$ cat config.mk
export PLATFORM = sky130hd
export DESIGN_NAME = pht_updater
export DESIGN_NICKNAME = d
export VERILOG_FILES = /design/src/rtl/pht_updater_pkg.sv /design/src/rtl/pht_upd_fifo.sv /design/src/rtl/pht_updater.sv
export SDC_FILE = /design/constraint.sdc
export NUM_CORES = 1
export LEC_CHECK = 0
export BUFFER_PORTS_ARGS = -buffer_cell sky130_fd_sc_hd__buf_4
export CORE_ASPECT_RATIO = 0.9
export CORE_MARGIN = 3
export CORE_UTILIZATION = 40
export DETAILED_ROUTE_END_ITERATION = 16
export GPL_TIMING_DRIVEN = 0
export SYNTH_ARGS = -nofsm -noshare
export SYNTH_HDL_FRONTEND = slang
export SYNTH_SLANG_ARGS = --single-unit
$ cat constraint.sdc
create_clock -name clk -period 3.3 [get_ports clk]
set_input_delay 0.66 -clock clk [delete_from_list [all_inputs] [get_ports clk]]
set_output_delay 0.66 -clock clk [all_outputs]
set_load 0.02 [all_outputs]
$ cat src/rtl/pht_updater_pkg.sv
// pht_updater_pkg
//   Shared definitions for the PHT write side: index/counter widths, the
//   width of the packed {we, waddr, wdata} write bus, the 2-bit counter
//   encodings, the init sweep value, the updater FSM states and the
//   saturating counter update function.
package pht_updater_pkg;

  localparam int PHT_AW     = 10;
  localparam int PHT_SW     = 2;
  localparam int PHT_WBUS_W = 1 + PHT_AW + PHT_SW;

  localparam logic [PHT_SW-1:0] SNT = 2'b00;
  localparam logic [PHT_SW-1:0] WNT = 2'b01;
  localparam logic [PHT_SW-1:0] WT  = 2'b10;
  localparam logic [PHT_SW-1:0] ST  = 2'b11;

  localparam logic [PHT_SW-1:0] INIT_STATE = WNT;

  typedef enum logic {
    S_INIT = 1'b0,
    S_RUN  = 1'b1
  } upd_state_e;

  // Two-bit saturating counter step toward the resolved outcome.
  function automatic logic [PHT_SW-1:0] sat_update(input logic [PHT_SW-1:0] state,
                                                   input logic              taken);
    logic [PHT_SW-1:0] res;
    res = state;
    if (taken) begin
      if (state != ST) res = state + 2'd1;
    end else begin
      if (state != SNT) res = state - 2'd1;
    end
    return res;
  endfunction

endpackage

$ cat src/rtl/pht_upd_fifo.sv
// pht_upd_fifo
//   Synchronous FIFO holding pending PHT updates as packed {index, taken,
//   old_state} words. Push is ignored when full, pop is ignored when empty;
//   a push and a pop in the same cycle both take effect.
// Ports:
//   clk    - clock
//   reset  - asynchronous active-low reset (empties the FIFO)
//   push   - write din this cycle
//   din    - entry to enqueue
//   pop    - retire the head entry this cycle
//   dout   - head entry (valid when !empty)
//   full   - no free slot
//   empty  - no entry stored
module pht_upd_fifo #(
  parameter int W     = 13,
  parameter int DEPTH = 4
) (
  input  logic         clk,
  input  logic         reset,
  input  logic         push,
  input  logic [W-1:0] din,
  input  logic         pop,
  output logic [W-1:0] dout,
  output logic         full,
  output logic         empty
);

  localparam int PW = $clog2(DEPTH);

  logic [W-1:0] mem [DEPTH];
  // One extra wrap bit distinguishes full from empty when the slots match.
  logic [PW:0]  wptr_q;
  logic [PW:0]  rptr_q;
  logic         do_push;
  logic         do_pop;

  assign empty   = (wptr_q == rptr_q);
  assign full    = (wptr_q[PW] != rptr_q[PW]) && (wptr_q[PW-1:0] == rptr_q[PW-1:0]);
  assign do_push = push && !full;
  assign do_pop  = pop && !empty;
  assign dout    = mem[rptr_q[PW-1:0]];

  always_ff @(posedge clk or negedge reset) begin
    if (!reset) begin
      wptr_q <= '0;
      rptr_q <= '0;
    end else begin
      if (do_push) wptr_q <= wptr_q + 1'b1;
      if (do_pop)  rptr_q <= rptr_q + 1'b1;
    end
  end

  // Storage needs no reset: nothing is read until the pointers say so.
  always_ff @(posedge clk) begin
    if (do_push) mem[wptr_q[PW-1:0]] <= din;
  end

endmodule

$ cat src/rtl/pht_updater.sv
// pht_updater
//   Write-side partner of the PHT RAM. After reset it sweeps every entry to
//   INIT_STATE, then converts resolved branches into saturating-counter
//   writes. Updates are buffered in a small FIFO; the last HIST_N writes are
//   kept in a history so a stale old_state never overwrites a newer counter.
//   Optional macro PHT_UPD_FILTER_EN: suppress writes (and history updates)
//   whose new counter equals the base counter.
// Ports:
//   clk             - clock
//   reset           - asynchronous active-low reset
//   upd_valid_i     - resolved branch update valid
//   upd_ready_o     - updater can accept an update (RUN and FIFO not full)
//   upd_index_i     - PHT index used at prediction time
//   upd_taken_i     - actual branch outcome
//   upd_old_state_i - counter value read at prediction time
//   wr_stall_i      - PHT write port unavailable this cycle
//   w_obus          - registered {we, waddr, wdata} to the PHT write bus
//   init_done_o     - init sweep complete
//
// state  | meaning
// S_INIT | sweeping all entries to INIT_STATE, updates not accepted
// S_RUN  | draining buffered updates into counter writes
module pht_updater #(
  parameter int                 PHT_AW     = pht_updater_pkg::PHT_AW,
  parameter int                 PHT_SW     = pht_updater_pkg::PHT_SW,
  parameter int                 FIFO_DEPTH = 4,
  parameter int                 HIST_N     = 2,
  parameter logic [PHT_SW-1:0]  INIT_STATE = pht_updater_pkg::INIT_STATE
) (
  input  logic                     clk,
  input  logic                     reset,
  input  logic                     upd_valid_i,
  output logic                     upd_ready_o,
  input  logic [PHT_AW-1:0]        upd_index_i,
  input  logic                     upd_taken_i,
  input  logic [PHT_SW-1:0]        upd_old_state_i,
  input  logic                     wr_stall_i,
  output logic [PHT_AW+PHT_SW:0]   w_obus,
  output logic                     init_done_o
);

  import pht_updater_pkg::*;

  localparam int ENT_W = PHT_AW + 1 + PHT_SW;

  upd_state_e              state_q, state_d;
  logic [PHT_AW-1:0]       cnt_q, cnt_d;
  logic [PHT_AW+PHT_SW:0]  wbus_q, wbus_d;
  logic                    init_done_q, init_done_d;

  logic                    hist_vld_q [HIST_N];
  logic [PHT_AW-1:0]       hist_idx_q [HIST_N];
  logic [PHT_SW-1:0]       hist_st_q  [HIST_N];
  logic                    hist_shift;

  logic                    fifo_full, fifo_empty;
  logic                    push, pop;
  logic [ENT_W-1:0]        head;
  logic [PHT_AW-1:0]       head_idx;
  logic                    head_taken;
  logic [PHT_SW-1:0]       head_old;
  logic [PHT_SW-1:0]       base_state;
  logic [PHT_SW-1:0]       new_state;

  assign upd_ready_o = (state_q == S_RUN) && !fifo_full;
  assign push        = upd_valid_i && upd_ready_o;
  assign w_obus      = wbus_q;
  assign init_done_o = init_done_q;

  pht_upd_fifo #(
    .W     (ENT_W),
    .DEPTH (FIFO_DEPTH)
  ) u_fifo (
    .clk   (clk),
    .reset (reset),
    .push  (push),
    .din   ({upd_index_i, upd_taken_i, upd_old_state_i}),
    .pop   (pop),
    .dout  (head),
    .full  (fifo_full),
    .empty (fifo_empty)
  );

  assign {head_idx, head_taken, head_old} = head;

  // Entry 0 is the newest write (the one currently on w_obus if it was an
  // update), so scanning oldest-to-newest lets the newest match win.
  always_comb begin
    base_state = head_old;
    for (int i = HIST_N - 1; i >= 0; i--) begin
      if (hist_vld_q[i] && (hist_idx_q[i] == head_idx)) base_state = hist_st_q[i];
    end
  end

  assign new_state = sat_update(base_state, head_taken);

  always_comb begin
    state_d     = state_q;
    cnt_d       = cnt_q;
    init_done_d = init_done_q;
    wbus_d      = '0;
    pop         = 1'b0;
    hist_shift  = 1'b0;
    case (state_q)
      S_INIT: begin
        if (!wr_stall_i) begin
          wbus_d = {1'b1, cnt_q, INIT_STATE};
          cnt_d  = cnt_q + 1'b1;
          if (cnt_q == {PHT_AW{1'b1}}) begin
            state_d     = S_RUN;
            init_done_d = 1'b1;
          end
        end
      end
      S_RUN: begin
        if (!fifo_empty && !wr_stall_i) begin
          pop = 1'b1;
`ifdef PHT_UPD_FILTER_EN
          // Counter already saturated in the outcome direction: retire the
          // update without touching the RAM.
          if (new_state != base_state) begin
            wbus_d     = {1'b1, head_idx, new_state};
            hist_shift = 1'b1;
          end
`else
          wbus_d     = {1'b1, head_idx, new_state};
          hist_shift = 1'b1;
`endif
        end
      end
      default: state_d = S_INIT;
    endcase
  end

  always_ff @(posedge clk or negedge reset) begin
    if (!reset) begin
      state_q     <= S_INIT;
      cnt_q       <= '0;
      wbus_q      <= '0;
      init_done_q <= 1'b0;
      for (int i = 0; i < HIST_N; i++) begin
        hist_vld_q[i] <= 1'b0;
        hist_idx_q[i] <= '0;
        hist_st_q[i]  <= '0;
      end
    end else begin
      state_q     <= state_d;
      cnt_q       <= cnt_d;
      wbus_q      <= wbus_d;
      init_done_q <= init_done_d;
      if (hist_shift) begin
        for (int i = HIST_N - 1; i > 0; i--) begin
          hist_vld_q[i] <= hist_vld_q[i-1];
          hist_idx_q[i] <= hist_idx_q[i-1];
          hist_st_q[i]  <= hist_st_q[i-1];
        end
        hist_vld_q[0] <= 1'b1;
        hist_idx_q[0] <= head_idx;
        hist_st_q[0]  <= new_state;
      end
    end
  end

endmodule

==> impl_metrics.csv, run 1 <==
group,metric,value,unit
cts,clkSlewWorstSetupHoldPaths,70,ps
sta,slew_violations,0,
drt,vias,2487,
synth,yosys_warnings,0,
status,status,"complete, no violations",
power_and_ir_drop,swShare,24.1,%
placed_design,dpl-instance-area,4960,um^2
floorplanning,rows,36,
worst_setup_path,critPathArrivalTime,3390,ps
power_and_ir_drop,peakVddDrop,0.394,mV
cts,post_cts_buffers,0,
power_and_ir_drop,pwr-share-clk,37.1,%
power_and_ir_drop,p_per_area,528,nW/um^2
cts,cts_num_sinks,109,
drt,wl,8.36,mm
worst_setup_path,crit_family,"multiplexers",
sta,whs,370,ps
synth,synthCells,316,
synth,yosys.area_share.simple,11.2,%
sta,max_slew.worst_pin.slew,738,ps
grt,grt_usage,14.2,%
worst_setup_path,ff2ff_path_depth,9,
cts,cts_buffer_depth,2,
sta,fin_worst_skew,6.91,ps
final_layout,stdcell_area,5250,um^2
final_layout,fin_util,48.0,%
sta,period_needed,3160,ps
synth,synth_top_family_by_area,"simple AND/OR/NAND/NOR gates",
worst_setup_path,critPathKind,"reg2reg",
power_and_ir_drop,leakagePower,2.31,nW
placed_design,io_buffers,31,
worst_setup_path,slowest_stage,"mux4_1",
worst_setup_path,startpoint_type,"flop",
synth,synthDistinctLibCells,36,
synth,synth_top_cell_by_area,"edfxtp_1",
drt,drt-vias-per-instance,4.83,
power_and_ir_drop,seqPwrFrac,55.8,%
synth,syn-num-nets,339,
power_and_ir_drop,total_power,0.00277,W
synth,synth_commonest_cells,"75 x nand2_1, 57 x dfrtp_1, 52 x edfxtp_1",
cts,root_buffer,"clkbuf_16",
floorplanning,core-area,10900,um^2
floorplanning,die_x,118,um
worst_setup_path,required,3540,ps
sta,slew_headroom,50.8,%
cts,cts_max_level,3,
synth,synth-main-ff-cell,"dfrtp_1",
worst_setup_path,r2r-end,"hist_st_q[3]",
cts,cts_resized,0,
sta,hold_viol_final,0,
power_and_ir_drop,internal_power,0.00211,W
drt,drc,0,
worst_setup_path,rrSetupSlack,140,ps
final_layout,area_growth,15.6,%
drt,drtPass1Iterations,4,
flow_run,drv_cap,0,
sta,rsz0062_at_grt,"false",
synth,post_synth_xor_area_fraction,7.11,%
synth,synth_adder_area_share,2.15,%
sta,final.period_utilization,95.6,%
power_and_ir_drop,share_comb_of_total_power,7.1,%
worst_setup_path,critPathMostFrequentCell,"mux2_4",
sta,setup_viol,0,
grt,grt_first_pass_wirelength,13.7,mm
synth,synth.top_cell.area_share,34.4,%
placed_design,routabilityCongestion,0.777,
cts,cts_tree,"built",
worst_setup_path,critPathBufInv,1,
final_layout,drive_above_1_share,20.1,%
synth,synth_async_sr_flop_share,52.3,%
drt,wl_per_cell,16.2,um
synth,synth-seq-cells,109,
cts,cts_buffers,9,
floorplanning,die_h,107,um
hold_path,hp-class,"in2async",
floorplanning,io_pins,32,
grt,antenna_found_initial,0,
sta,fin_tns_setup,0,ps
synth,synth.mux.area_fraction,8.96,%
synth,synthTopCellsByArea,"edfxtp_1 34%, dfrtp_1 31%, nand2_1 6.2%",
synth,synth_area,4540,um^2
synth,synth.most_common_cell,"nand2_1",
grt,grt-ovfl-total,0,
synth,synth_compound_area_share,3.00,%
floorplanning,initial_utilization,41.5,%
sta,clock.fmax,317,MHz
drt,antenna_left,0,
synth,syn_area_per_cell,14.4,um^2
grt,first_global_vias,2571,
worst_setup_path,crit_path_end_kind,"flop",
worst_setup_path,startpoint,"u_fifo.rptr_q[0]",
worst_setup_path,path_max_fanout,6,
worst_setup_path,r2r-start,"u_fifo.rptr_q[0]",
cts,clkLatencyLatePin,350,ps
grt,grt_max_degree,58,
floorplanning,dieArea,12700,um^2
worst_setup_path,cp_cell_sequence,"buf_6, mux4_1, xnor2_1, nand3_2, nor3_2, mux2_4, mux2_2, maj3_2, mux2_4",
worst_setup_path,slowest_delay,700,ps
final_layout,nNetsFinal,381,
cts,hold_buffers,0,
synth,synth_edf_count,52,
power_and_ir_drop,p_switching,0.000667,W
final_layout,antenna_cells,0,
placed_design,dp_hpwl,5.64,mm
drt,drt_iter0_drc,110,
synth,yosysSeqAreaShare,65.8,%
## layer usage
layer / GRT usage (%) / up-vias / part of all wire [%]
li1: - / 1196 / -
met2: 22.6 / 36 / 47
met3: 4.22 / 11 / 3.4
met4: 4.02 / 0 / 1.3
met5: 0 / - / 0
met1: 19.1 / 1244 / 49
## worst max path at each step
stage                              end  slack [ps]  cells past startpoint
after global placement    hist_st_q[3]         150                      9
after floorplan           hist_st_q[3]         430                     10
final                     hist_st_q[3]         140                      9
after global routing      hist_st_q[3]           5                      9
after detailed placement  hist_st_q[3]         160                      9
after CTS                 hist_st_q[3]         120                      9
## kinds of logic (layout without fill, tap and decap cells)
family                   Yosys count  after routing
AND/OR/NAND/NOR                  111            111
flip-flops                       109            109
XOR/XNOR                          36             36
multiplexers                      20             20
AO/OA/AOI/OAI                     17             17
buffers and inverters             15             62
adder cells (fa/ha/maj)            8              8
## cell type report
type	count	area, um^2
clock inverter	7	61.3
fill	978	5700
clock buffer	9	225
timing repair buffer	31	233
tap	152	190
buffer	11	66.3
inverter	4	15.0
multi-input combinational	192	1470
sequential	109	2990
## flip-flops by register name, summed over array words and instances (netlist names)
register and count:
w_obus 13, u_fifo.wptr_q 3, u_fifo.rptr_q 3, hist_vld_q 2
state_q 1, init_done_o 1, hist_st_q 4, hist_idx_q 20
cnt_q 10, u_fifo.mem 52
## per-stage QoR
step | std cells | setup WS [ps]
floorplan | 316 | 431
global placement | 499 | 147
detailed placement | 499 | 155
CTS | 515 | 124
global route | 515 | 5.27
finish | 515 | 144
## placed cells by master, fill, tap and decap left out, types with 2 or more instances in the layout
master     Yosys  layout
ha_1           6       6
edfxtp_1      52      52
mux2_2         3       3
o21ai_2        2       2
inv_6          0       2
nand4_1        5       5
inv_1          4       4
and2_1         5       5
nand2_1       75      75
a31o_2         2       2
nor2_1         6       6
mux4_2         5       5
maj3_2         2       2
clkbuf_16      0       9
clkinv_4       0       2
xor2_1         8       8
clkbuf_1       8       8
mux2i_1        2       2
mux4_1         8       8
nand3_1        6       6
dfrtp_1       57      57
buf_4          0      31
clkinv_2       0       2
mux2_4         2       2
and3_1         7       7
a21o_1        10      10
xnor2_1       27      27
## power groups by stage
stage / logic (W) / registers [W] / clock network (W)
finish: 0.000197 / 0.00155 / 0.00103
global route: 0.000220 / 0.00156 / 0.00111
CTS: 0.000202 / 0.00155 / 0.00106
detailed placement: 0.000202 / 0.00158 / 0
global placement: 0.000197 / 0.00158 / 0
floorplan: 0.0000808 / 0.00159 / 0
Note: power is estimated with default switching activity, not from simulation.
==> inputs of run 2 (changes only) <==
- GPL_ROUTABILITY_DRIVEN: unset -> 1
- GPL_TIMING_DRIVEN: 0 -> unset
==> run 2 against run 1 <==
Flip-flop and latch count unchanged; cell count is 0.78% lower; critical path type unchanged; via count is 2.9% lower; non-clock buffer count decreased by 4; power up 2.1%; die area unchanged; critical path depth did not move; worst setup slack better by 120 ps.
==> impl_metrics.csv, run 2 (synthesis results as in run 1) <==
group,metric,value,unit
floorplanning,die_x,118,um
worst_setup_path,critPathBufInv,1,
cts,cts_buffer_depth,2,
grt,grt_usage,13.3,%
power_and_ir_drop,total_power,0.00283,W
sta,clock.fmax,330,MHz
floorplanning,dieArea,12700,um^2
worst_setup_path,r2r-end,"hist_st_q[3]",
power_and_ir_drop,p_per_area,540,nW/um^2
final_layout,nNetsFinal,377,
placed_design,routabilityCongestion,0.704,
cts,cts_resized,0,
final_layout,area_growth,15.6,%
power_and_ir_drop,seqPwrFrac,54.7,%
worst_setup_path,crit_family,"multiplexers",
power_and_ir_drop,internal_power,0.00218,W
drt,drtPass1Iterations,4,
final_layout,largest_reg_flops,52,
worst_setup_path,ff2ff_path_depth,9,
placed_design,io_buffers,31,
sta,final.period_utilization,92.0,%
worst_setup_path,critPathMostFrequentCell,"mux2_4",
final_layout,multi_input_area,1470,um^2
cts,post_cts_buffers,0,
sta,whs,370,ps
floorplanning,rows,36,
final_layout,seq_area,2990,um^2
worst_setup_path,cp_cell_sequence,"buf_4, mux4_1, xnor2_1, nand4_1, nor3_2, mux2_4, mux2_2, maj3_2, mux2_4",
final_layout,antenna_cells,0,
cts,cts_max_level,3,
power_and_ir_drop,p_switching,0.000654,W
hold_path,hp-class,"in2async",
worst_setup_path,slowest_stage,"mux4_1",
grt,grt_max_degree,58,
worst_setup_path,critPathArrivalTime,3270,ps
worst_setup_path,slowest_delay,650,ps
sta,period_needed,3030,ps
power_and_ir_drop,pwr-share-clk,38.2,%
grt,first_global_vias,2418,
floorplanning,io_pins,32,
flow_run,drv_cap,0,
drt,drc,0,
sta,fin_tns_setup,0,ps
sta,setup_viol,0,
drt,drt_iter0_drc,135,
status,status,"complete, no violations",
cts,cts_num_sinks,109,
power_and_ir_drop,leakagePower,2.32,nW
floorplanning,core-area,10900,um^2
final_layout,layout_common_cells,"75 x nand2_1, 57 x dfrtp_1, 52 x edfxtp_1",
power_and_ir_drop,swShare,23.1,%
drt,antenna_left,0,
worst_setup_path,startpoint_type,"flop",
cts,clkSlewWorstSetupHoldPaths,70,ps
final_layout,fillers,974,
cts,cts_tree,"built",
grt,grt-ovfl-total,0,
final_layout,final_common_cell,"nand2_1",
sta,fin_worst_skew,9.07,ps
worst_setup_path,path_max_fanout,9,
drt,wl_per_cell,15.3,um
power_and_ir_drop,share_comb_of_total_power,7.1,%
placed_design,dp_hpwl,5.46,mm
cts,hold_buffers,0,
floorplanning,initial_utilization,41.5,%
cts,cts_buffers,9,
worst_setup_path,r2r-start,"u_fifo.rptr_q[0]",
cts,root_buffer,"clkbuf_16",
sta,rsz0062_at_grt,"false",
floorplanning,die_h,107,um
drt,drt-vias-per-instance,4.73,
power_and_ir_drop,peakVddDrop,0.326,mV
grt,grt_first_pass_wirelength,12.8,mm
drt,wl,7.83,mm
drt,vias,2416,
grt,antenna_found_initial,0,
worst_setup_path,critPathKind,"reg2reg",
worst_setup_path,crit_path_end_kind,"flop",
sta,hold_viol_final,0,
final_layout,drive_above_1_share,21.2,%
worst_setup_path,required,3530,ps
sta,slew_headroom,52.2,%
final_layout,fin_util,48.0,%
sta,max_slew.worst_pin.slew,714,ps
worst_setup_path,rrSetupSlack,270,ps
sta,slew_violations,0,
cts,clkLatencyLatePin,350,ps
[run 2: cell count changes in the layout (fill, tap and decap cells not counted)]
| cell | change |
|---|---|
| bufinv_16 | +1 |
| inv_8 | +1 |
| clkinv_4 | -2 |
| clkinv_8 | -1 |
| clkbuf_1 | -7 |
| clkinv_2 | -1 |
| clkinvlp_4 | +2 |
| buf_12 | -1 |
| inv_6 | -1 |
| buf_4 | +7 |
| buf_2 | -1 |
| buf_6 | -1 |
[run 2: layer usage]
layer  track usage, %  part of all wire (%)
met1             18.6                    50
met5                0                     0
met3             3.96                   4.3
met4             4.52                   1.4
met2             20.0                    44
[run 2: worst max-delay path by stage]
| stage | startpoint | to | slack (ps) | cells past startpoint |
|---|---|---|---|---|
| floorplan | u_fifo.rptr_q[0] | hist_st_q[3] | 430 | 10 |
| global placement | u_fifo.rptr_q[0] | hist_st_q[3] | 260 | 9 |
| detailed placement | u_fifo.rptr_q[0] | hist_st_q[3] | 240 | 9 |
| CTS | u_fifo.rptr_q[0] | hist_st_q[3] | 230 | 9 |
| global route | u_fifo.rptr_q[0] | hist_st_q[3] | 80 | 9 |
| finish | u_fifo.rptr_q[0] | hist_st_q[3] | 270 | 9 |
[run 2: metrics by stage]
step / cells / worst slack [ps] / cell area (um^2)
2_1_floorplan: 316 / 431 / 4540
3_3_place_gp: 495 / 264 / 4950
3_5_place_dp: 495 / 240 / 4950
4_1_cts: 511 / 226 / 5250
5_1_grt: 511 / 82.6 / 5250
6_report: 511 / 265 / 5250
[run 2: area by class of cell]
type	count	share of cell area [%]
Clock inverter	6	1.33
Tap cell	152	3.62
Clock buffer	10	4.36
Multi-Input combinational cell	192	28.0
Timing Repair Buffer	38	5.44
Inverter	4	0.286
Sequential cell	109	56.9
[run 2: worst reg2reg max path: cells and delay by family (launching register included)]
kind	cells	cell delay, ps
and+or+nand+nor	2	420
adders and majority gates	1	300
buffers and inverters	1	190
DFF	1	340
xor gates and xnor gates	1	180
muxes	4	1500
[run 2: power groups by stage]
stage / Clock, W / Combinational [W] / Sequential (W)
floorplan: 0 / 0.0000808 / 0.00159
global placement: 0 / 0.000199 / 0.00158
detailed placement: 0 / 0.000205 / 0.00158
CTS: 0.00111 / 0.000207 / 0.00155
global route: 0.00117 / 0.000221 / 0.00156
finish: 0.00108 / 0.000200 / 0.00155
